--- src/rtl/tx_medida_serial_pkg.sv ---
// Shared definitions for the distance serial reporter: state codes, ASCII constants
// and the BCD-digit-to-character helper.
package tx_medida_serial_pkg;

    typedef enum logic [2:0] {
        ST_OCIOSO = 3'd0,
        ST_START  = 3'd1,
        ST_DADOS  = 3'd2,
        ST_STOP   = 3'd3,
        ST_FIM    = 3'd4
    } estado_t;

    // Bit-level phase of the 8N1 transmitter.
    typedef enum logic [1:0] {
        FS_LIVRE = 2'd0,
        FS_START = 2'd1,
        FS_DADOS = 2'd2,
        FS_STOP  = 2'd3
    } fase_t;

    localparam logic [7:0] ASCII_ZERO = 8'h30;
    localparam logic [7:0] ASCII_HASH = 8'h23;
    localparam logic [7:0] ASCII_ERRO = 8'h3F;

    // Non-decimal nibbles become '?' so a corrupted measurement is visible on the terminal.
    function automatic logic [7:0] ascii_digito(input logic [3:0] nibble);
        logic [7:0] resultado;
        if (nibble > 4'd9) begin
            resultado = ASCII_ERRO;
        end else begin
            resultado = ASCII_ZERO + {4'd0, nibble};
        end
        return resultado;
    endfunction

endpackage

--- src/rtl/tx_medida_serial_tx_serial_8n1.sv ---
// 8N1 byte transmitter: start bit, 8 data bits LSB first, stop bit, DIVISOR cycles each.
// A partida asserted during the last stop cycle chains the next byte with no idle gap.
module tx_serial_8n1
    import tx_medida_serial_pkg::*;
#(
    parameter int DIVISOR = 434
) (
    input  logic       clock,
    input  logic       reset,
    input  logic [7:0] dado,
    input  logic       partida,
    output logic       saida,
    output logic       fim_fase,
    output logic       fim_char
);

    localparam logic [11:0] BAUD_MAX = 12'(DIVISOR - 1);

    fase_t       fase_reg, fase_next;
    logic [11:0] baud_reg, baud_next;
    logic [2:0]  bit_reg, bit_next;
    logic        saida_reg, saida_next;
    logic        fim_bit;
    logic [2:0]  bit_inc;

    assign fim_bit = (baud_reg == BAUD_MAX);
    assign bit_inc = bit_reg + 3'd1;
    assign saida   = saida_reg;

    always_ff @(posedge clock or posedge reset) begin
        if (reset) begin
            fase_reg  <= FS_LIVRE;
            baud_reg  <= 12'd0;
            bit_reg   <= 3'd0;
            saida_reg <= 1'b1;
        end else begin
            fase_reg  <= fase_next;
            baud_reg  <= baud_next;
            bit_reg   <= bit_next;
            saida_reg <= saida_next;
        end
    end

    // dado is read live during the data phase; the caller keeps it stable for the whole byte.
    always_comb begin
        fase_next  = fase_reg;
        baud_next  = baud_reg;
        bit_next   = bit_reg;
        saida_next = saida_reg;
        fim_fase   = 1'b0;
        fim_char   = 1'b0;

        if (fase_reg != FS_LIVRE) begin
            baud_next = fim_bit ? 12'd0 : baud_reg + 12'd1;
        end

        case (fase_reg)
            FS_LIVRE: begin
                saida_next = 1'b1;
                if (partida) begin
                    fase_next  = FS_START;
                    baud_next  = 12'd0;
                    saida_next = 1'b0;
                end
            end
            FS_START: begin
                if (fim_bit) begin
                    fim_fase   = 1'b1;
                    fase_next  = FS_DADOS;
                    bit_next   = 3'd0;
                    saida_next = dado[0];
                end
            end
            FS_DADOS: begin
                if (fim_bit) begin
                    if (bit_reg == 3'd7) begin
                        fim_fase   = 1'b1;
                        fase_next  = FS_STOP;
                        saida_next = 1'b1;
                    end else begin
                        bit_next   = bit_inc;
                        saida_next = dado[bit_inc];
                    end
                end
            end
            FS_STOP: begin
                if (fim_bit) begin
                    fim_char = 1'b1;
                    if (partida) begin
                        fase_next  = FS_START;
                        saida_next = 1'b0;
                    end else begin
                        fase_next  = FS_LIVRE;
                        saida_next = 1'b1;
                    end
                end
            end
            default: begin
                fase_next  = FS_LIVRE;
                saida_next = 1'b1;
            end
        endcase
    end

endmodule

--- src/rtl/tx_medida_serial.sv ---
// Captures a 3-digit BCD distance on the rising edge of pronto and sends it as "DDD#"
// over an 8N1 UART line; edges arriving while a frame is in flight are dropped.
module tx_medida_serial
    import tx_medida_serial_pkg::*;
#(
    parameter int DIVISOR = 434
) (
    input  logic        clock,
    input  logic        reset,
    input  logic [11:0] medida,
    input  logic        pronto,
    output logic        saida_serial,
    output logic        ocupado,
    output logic        pronto_tx,
    output logic [3:0]  db_estado
);

    estado_t     estado_reg, estado_next;
    logic        pronto_d_reg;
    logic [11:0] medida_reg, medida_next;
    logic [1:0]  indice_reg, indice_next;
    logic        borda;
    logic [7:0]  caractere;
    logic        partida;
    logic        fim_fase;
    logic        fim_char;

    assign borda     = pronto & ~pronto_d_reg;
    assign db_estado = {1'b0, estado_reg};

    always_comb begin
        case (indice_reg)
            2'd0:    caractere = ascii_digito(medida_reg[11:8]);
            2'd1:    caractere = ascii_digito(medida_reg[7:4]);
            2'd2:    caractere = ascii_digito(medida_reg[3:0]);
            default: caractere = ASCII_HASH;
        endcase
    end

    always_ff @(posedge clock or posedge reset) begin
        if (reset) begin
            estado_reg   <= ST_OCIOSO;
            pronto_d_reg <= 1'b0;
            medida_reg   <= 12'd0;
            indice_reg   <= 2'd0;
        end else begin
            estado_reg   <= estado_next;
            pronto_d_reg <= pronto;
            medida_reg   <= medida_next;
            indice_reg   <= indice_next;
        end
    end

    // Frame sequencing follows the transmitter's phase and character completion strobes.
    always_comb begin
        estado_next = estado_reg;
        medida_next = medida_reg;
        indice_next = indice_reg;
        partida     = 1'b0;
        ocupado     = 1'b0;
        pronto_tx   = 1'b0;

        case (estado_reg)
            ST_OCIOSO: begin
                if (borda) begin
                    medida_next = medida;
                    indice_next = 2'd0;
                    partida     = 1'b1;
                    estado_next = ST_START;
                end
            end
            ST_START: begin
                ocupado = 1'b1;
                if (fim_fase) begin
                    estado_next = ST_DADOS;
                end
            end
            ST_DADOS: begin
                ocupado = 1'b1;
                if (fim_fase) begin
                    estado_next = ST_STOP;
                end
            end
            ST_STOP: begin
                ocupado = 1'b1;
                if (fim_char) begin
                    if (indice_reg < 2'd3) begin
                        indice_next = indice_reg + 2'd1;
                        partida     = 1'b1;
                        estado_next = ST_START;
                    end else begin
                        estado_next = ST_FIM;
                    end
                end
            end
            ST_FIM: begin
                pronto_tx   = 1'b1;
                estado_next = ST_OCIOSO;
            end
            default: begin
                estado_next = ST_OCIOSO;
            end
        endcase
    end

    tx_serial_8n1 #(
        .DIVISOR(DIVISOR)
    ) u_tx (
        .clock   (clock),
        .reset   (reset),
        .dado    (caractere),
        .partida (partida),
        .saida   (saida_serial),
        .fim_fase(fim_fase),
        .fim_char(fim_char)
    );

endmodule
--- config.mk ---
export PLATFORM = sky130hd
export DESIGN_NAME = tx_medida_serial
export DESIGN_NICKNAME = d
export VERILOG_FILES = /design/src/rtl/tx_medida_serial_pkg.sv /design/src/rtl/tx_medida_serial_tx_serial_8n1.sv /design/src/rtl/tx_medida_serial.sv
export SDC_FILE = /design/constraint.sdc
export NUM_CORES = 1
export LEC_CHECK = 0
export ABC_AREA = 0
export BUFFER_PORTS_ARGS = -buffer_cell sky130_fd_sc_hd__buf_2
export CAP_MARGIN = 20
export CELL_PAD_IN_SITES_DETAIL_PLACEMENT = 1
export CELL_PAD_IN_SITES_GLOBAL_PLACEMENT = 2
export CORE_ASPECT_RATIO = 1.25
export CORE_MARGIN = 2
export CORE_UTILIZATION = 37
export CTS_CLUSTER_SIZE = 16
export DETAILED_ROUTE_END_ITERATION = 10
export PLACE_DENSITY_LB_ADDON = 0.1
export SLEW_MARGIN = 20
export SYNTH_ARGS = -nofsm -noshare
export SYNTH_HDL_FRONTEND = slang
export SYNTH_SLANG_ARGS = --single-unit
--- constraint.sdc ---
create_clock -name clock -period 2.6 [get_ports clock]
set_input_delay 0.52 -clock clock [delete_from_list [all_inputs] [get_ports clock]]
set_output_delay 0.52 -clock clock [all_outputs]
set_load 0.01 [all_outputs]
==> flow_summary_export.csv <==
group,metric,value,unit
status,outcome,"complete, no violations",
setup_path,worstReg2RegEnd,"estado_reg[0]",
route,postRouteAntennaNets,0,
power_and_ir_drop,power,2.307,mW
clocking,clk_pin_slew,0.08,ns
global_route,grt_pass1_vias,1828,
setup_path,crit_fanout,8,
die,die_y,88.85,um
sta,rsz0062_at_grt,"no",
global_route,grt_pass1_wl,8845,um
layout,area_delta_synth_final,13.62,%
place,dp_hpwl,3817,um
sta,setup-tns-final,0,ns
clocking,cts_root_buf,"clkbuf_8",
layout,ff_latch_area,902.1,um^2
setup_path,path_class,"reg -> reg",
clocking,cts_setup_buffers,0,
worst_hold_path,hold_path.class,"in -> async",
layout,antenna_cells,0,
route,dr.first_iter.drc_count,42,
global_route,grt.total_usage,17.81,%
layout,finish.utilization,44.18,%
clocking,ctsResizeCount,0,
route,wl_per_cell,16.20,um
setup_path,path_buf_inv,0,
sta,period_needed,2.282,ns
synthesis,synthesis.instances,228,
sta,maxSlewViolCount,0,
setup_path,critical_path.max_stage_delay,0.48,ns
power_and_ir_drop,irDropWorstVdd,344.4,uV
sta,whs,0.3300,ns
setup_path,crit_arrival,2.45,ns
setup_path,critPathTopFamily,"adder cells",
setup_path,endpoint_kind,"flop",
sta,fin_skew,0.009623,ns
synthesis,ys_types,51,
synthesis,syn_nets,255,
setup_path,cp.required,2.77,ns
clocking,cts_tree,"yes",
synthesis,syn_avg_cell_area,9.346,um^2
job,cap_violations,0,
die,io_pins,22,
setup_path,regToRegSetupSlack,0.32,ns
setup_path,crit_top_cell,"ha_1",
route,wl,5151,um
synthesis,ys.flop_type,"dfrtp_1",
route,via_per_inst,5.604,
clocking,holdBufCountCts,0,
die,fp.dieArea,0.006386,mm^2
setup_path,start_kind,"flop",
clocking,clockBufferDepth,2,
power_and_ir_drop,pwr_density_cell,952.9,mW/mm^2
global_route,grt_max_degree,37,
route,vias,1782,
synthesis,ys_seq_area_share,42.34,%
clocking,htree_levels,2,
route,drc,0,
sta,worst_pin_slew,0.7333,ns
die,start_util,38.88,%
place,io_buffers,20,
die,rows,30,
clocking,clock_latency,0.29,ns
place,place_area,0.002313,mm^2
layout,nets,280,
setup_path,r2r_cells,7,
clocking,cts_buffers,5,
synthesis,synth_edf_count,0,
setup_path,rr_startpoint,"u_tx.bit_reg[0]",
synthesis,syn-cell-area,0.002131,mm^2
setup_path,cpMaxStageDelayCell,"dfrtp_1",
layout,multi_input_area,0.001134,mm^2
sta,period_share,87.77,%
synthesis,ys_ff_latch,36,
global_route,grt_overflow,0,
synthesis,yosys_warnings,0,
sta,final_hold_viol_count,0,
setup_path,crit_chain,"ha_1 > ha_1 > a21oi_1 > nor2b_1 > maj3_1 > a32oi_1 > mux2_2",
die,die_w,71.88,um
die,core_area,0.005480,mm^2
power_and_ir_drop,leakagePower,1.035,nW
global_route,antenna_found_initial,0,
place,gp_congestion,0.7713,
layout,fill_cells,658,
sta,clock.fmax,438.2,MHz
layout,final_design_area_no_fill,0.002421,mm^2
sta,relSlewSlack,50.74,%
synthesis,synthArstFlopShare,100.0,%
layout,layout-drive-gt1-share,19.69,%
route,firstDrtPassIters,4,
clocking,numClockSinks,36,
sta,setup_viol,0,
==> metal layers <==
| layer | wire length (um) | share of wire (%) | GRT usage [%] |
|---|---|---|---|
| met1 | 2309 | 45 | 21.44 |
| met2 | 2655 | 52 | 32.15 |
| met3 | 83 | 1.6 | 2.392 |
| met4 | 103 | 2.0 | 6.861 |
| met5 | 0 | 0 | 0 |
==> cell usage in the layout, fill, tap and decap left out, types with 5 or more instances in the layout <==
master     n
a21oi_1   16
buf_2     20
buf_4      5
clkbuf_8   5
dfrtp_1   35
ha_1      12
inv_1     16
mux2_2    13
nand2_1   22
nand3_1    6
nor2_1    13
nor3_1    10
o21ai_0   26
==> final cells by class <==
cell class	instances	area share, %
clock buffer	6	2.997
multi-input combinational	169	46.82
tap	64	3.307
clock inverter	2	1.447
inverter	16	2.481
sequential	36	37.26
timing repair buffer	25	5.685
==> synth_stat cells, types with 2 or more instances <==
cell	number	area (um^2)
a21oi_1	16	80.08
a22oi_1	3	22.52
a31oi_1	2	12.51
buf_4	2	15.01
clkbuf_1	4	15.01
dfrtp_1	35	875.8
ha_1	12	150.1
inv_1	16	60.06
mux2_2	13	146.4
mux2i_1	2	20.02
nand2_1	22	82.58
nand2b_1	2	12.51
nand3_1	6	30.03
nand4b_1	2	17.52
nor2_1	13	48.80
nor2b_1	2	12.51
nor3_1	10	50.05
nor4_1	2	12.51
o21ai_0	26	130.1
o21bai_1	2	15.01
o22ai_1	4	25.02
o31ai_1	3	22.52
==> worst reg2reg max path, delay by kind of cell (launching register included) <==
family / cells / cell delay, ns
adder cells (fa/ha/maj): 3 / 0.87
flip-flops: 1 / 0.48
AO/OA/AOI/OAI: 2 / 0.37
multiplexers: 1 / 0.37
AND/OR/NAND/NOR: 1 / 0.08
==> worst max path at each step <==
stage	start	end	slack (ns)	cells past startpoint
final	u_tx.bit_reg[0]	estado_reg[0]	0.32	7
after detailed placement	u_tx.bit_reg[0]	estado_reg[0]	0.34	7
after global routing	u_tx.bit_reg[0]	estado_reg[0]	0.14	7
after global placement	u_tx.bit_reg[0]	estado_reg[0]	0.39	7
after floorplan	u_tx.baud_reg[6]	u_tx.fase_reg[1]	0.57	5
after CTS	u_tx.bit_reg[0]	estado_reg[0]	0.32	7
==> cells by family (layout without fill, tap and decap cells) <==
| kind of cell | after synthesis | count (layout) | share of synthesized area (%) |
|---|---|---|---|
| AND/OR/NAND/NOR | 70 | 70 | 17.44 |
| AO/OA/AOI/OAI | 68 | 68 | 19.44 |
| flip-flops | 36 | 36 | 42.34 |
| buffers and inverters | 23 | 49 | 4.462 |
| multiplexers | 15 | 15 | 7.810 |
| adder cells (fa/ha/maj) | 13 | 13 | 7.516 |
| XOR/XNOR | 2 | 2 | 0.8222 |
| other | 1 | 1 | 0.1760 |
==> stage by stage <==
stage               setup slack (ns)  cells
CTS                           0.3153    318
global placement              0.3880    310
finish                        0.3181    318
detailed placement            0.3448    310
floorplan                     0.5743    228
global route                  0.1353    318
==> report_power, final <==
part | switching, mW | internal [mW]
sequential | 0.185 | 0.729
combinational | 0.493 | 0.411
clock | 0.204 | 0.285
Power figures use the tool's default switching activity.
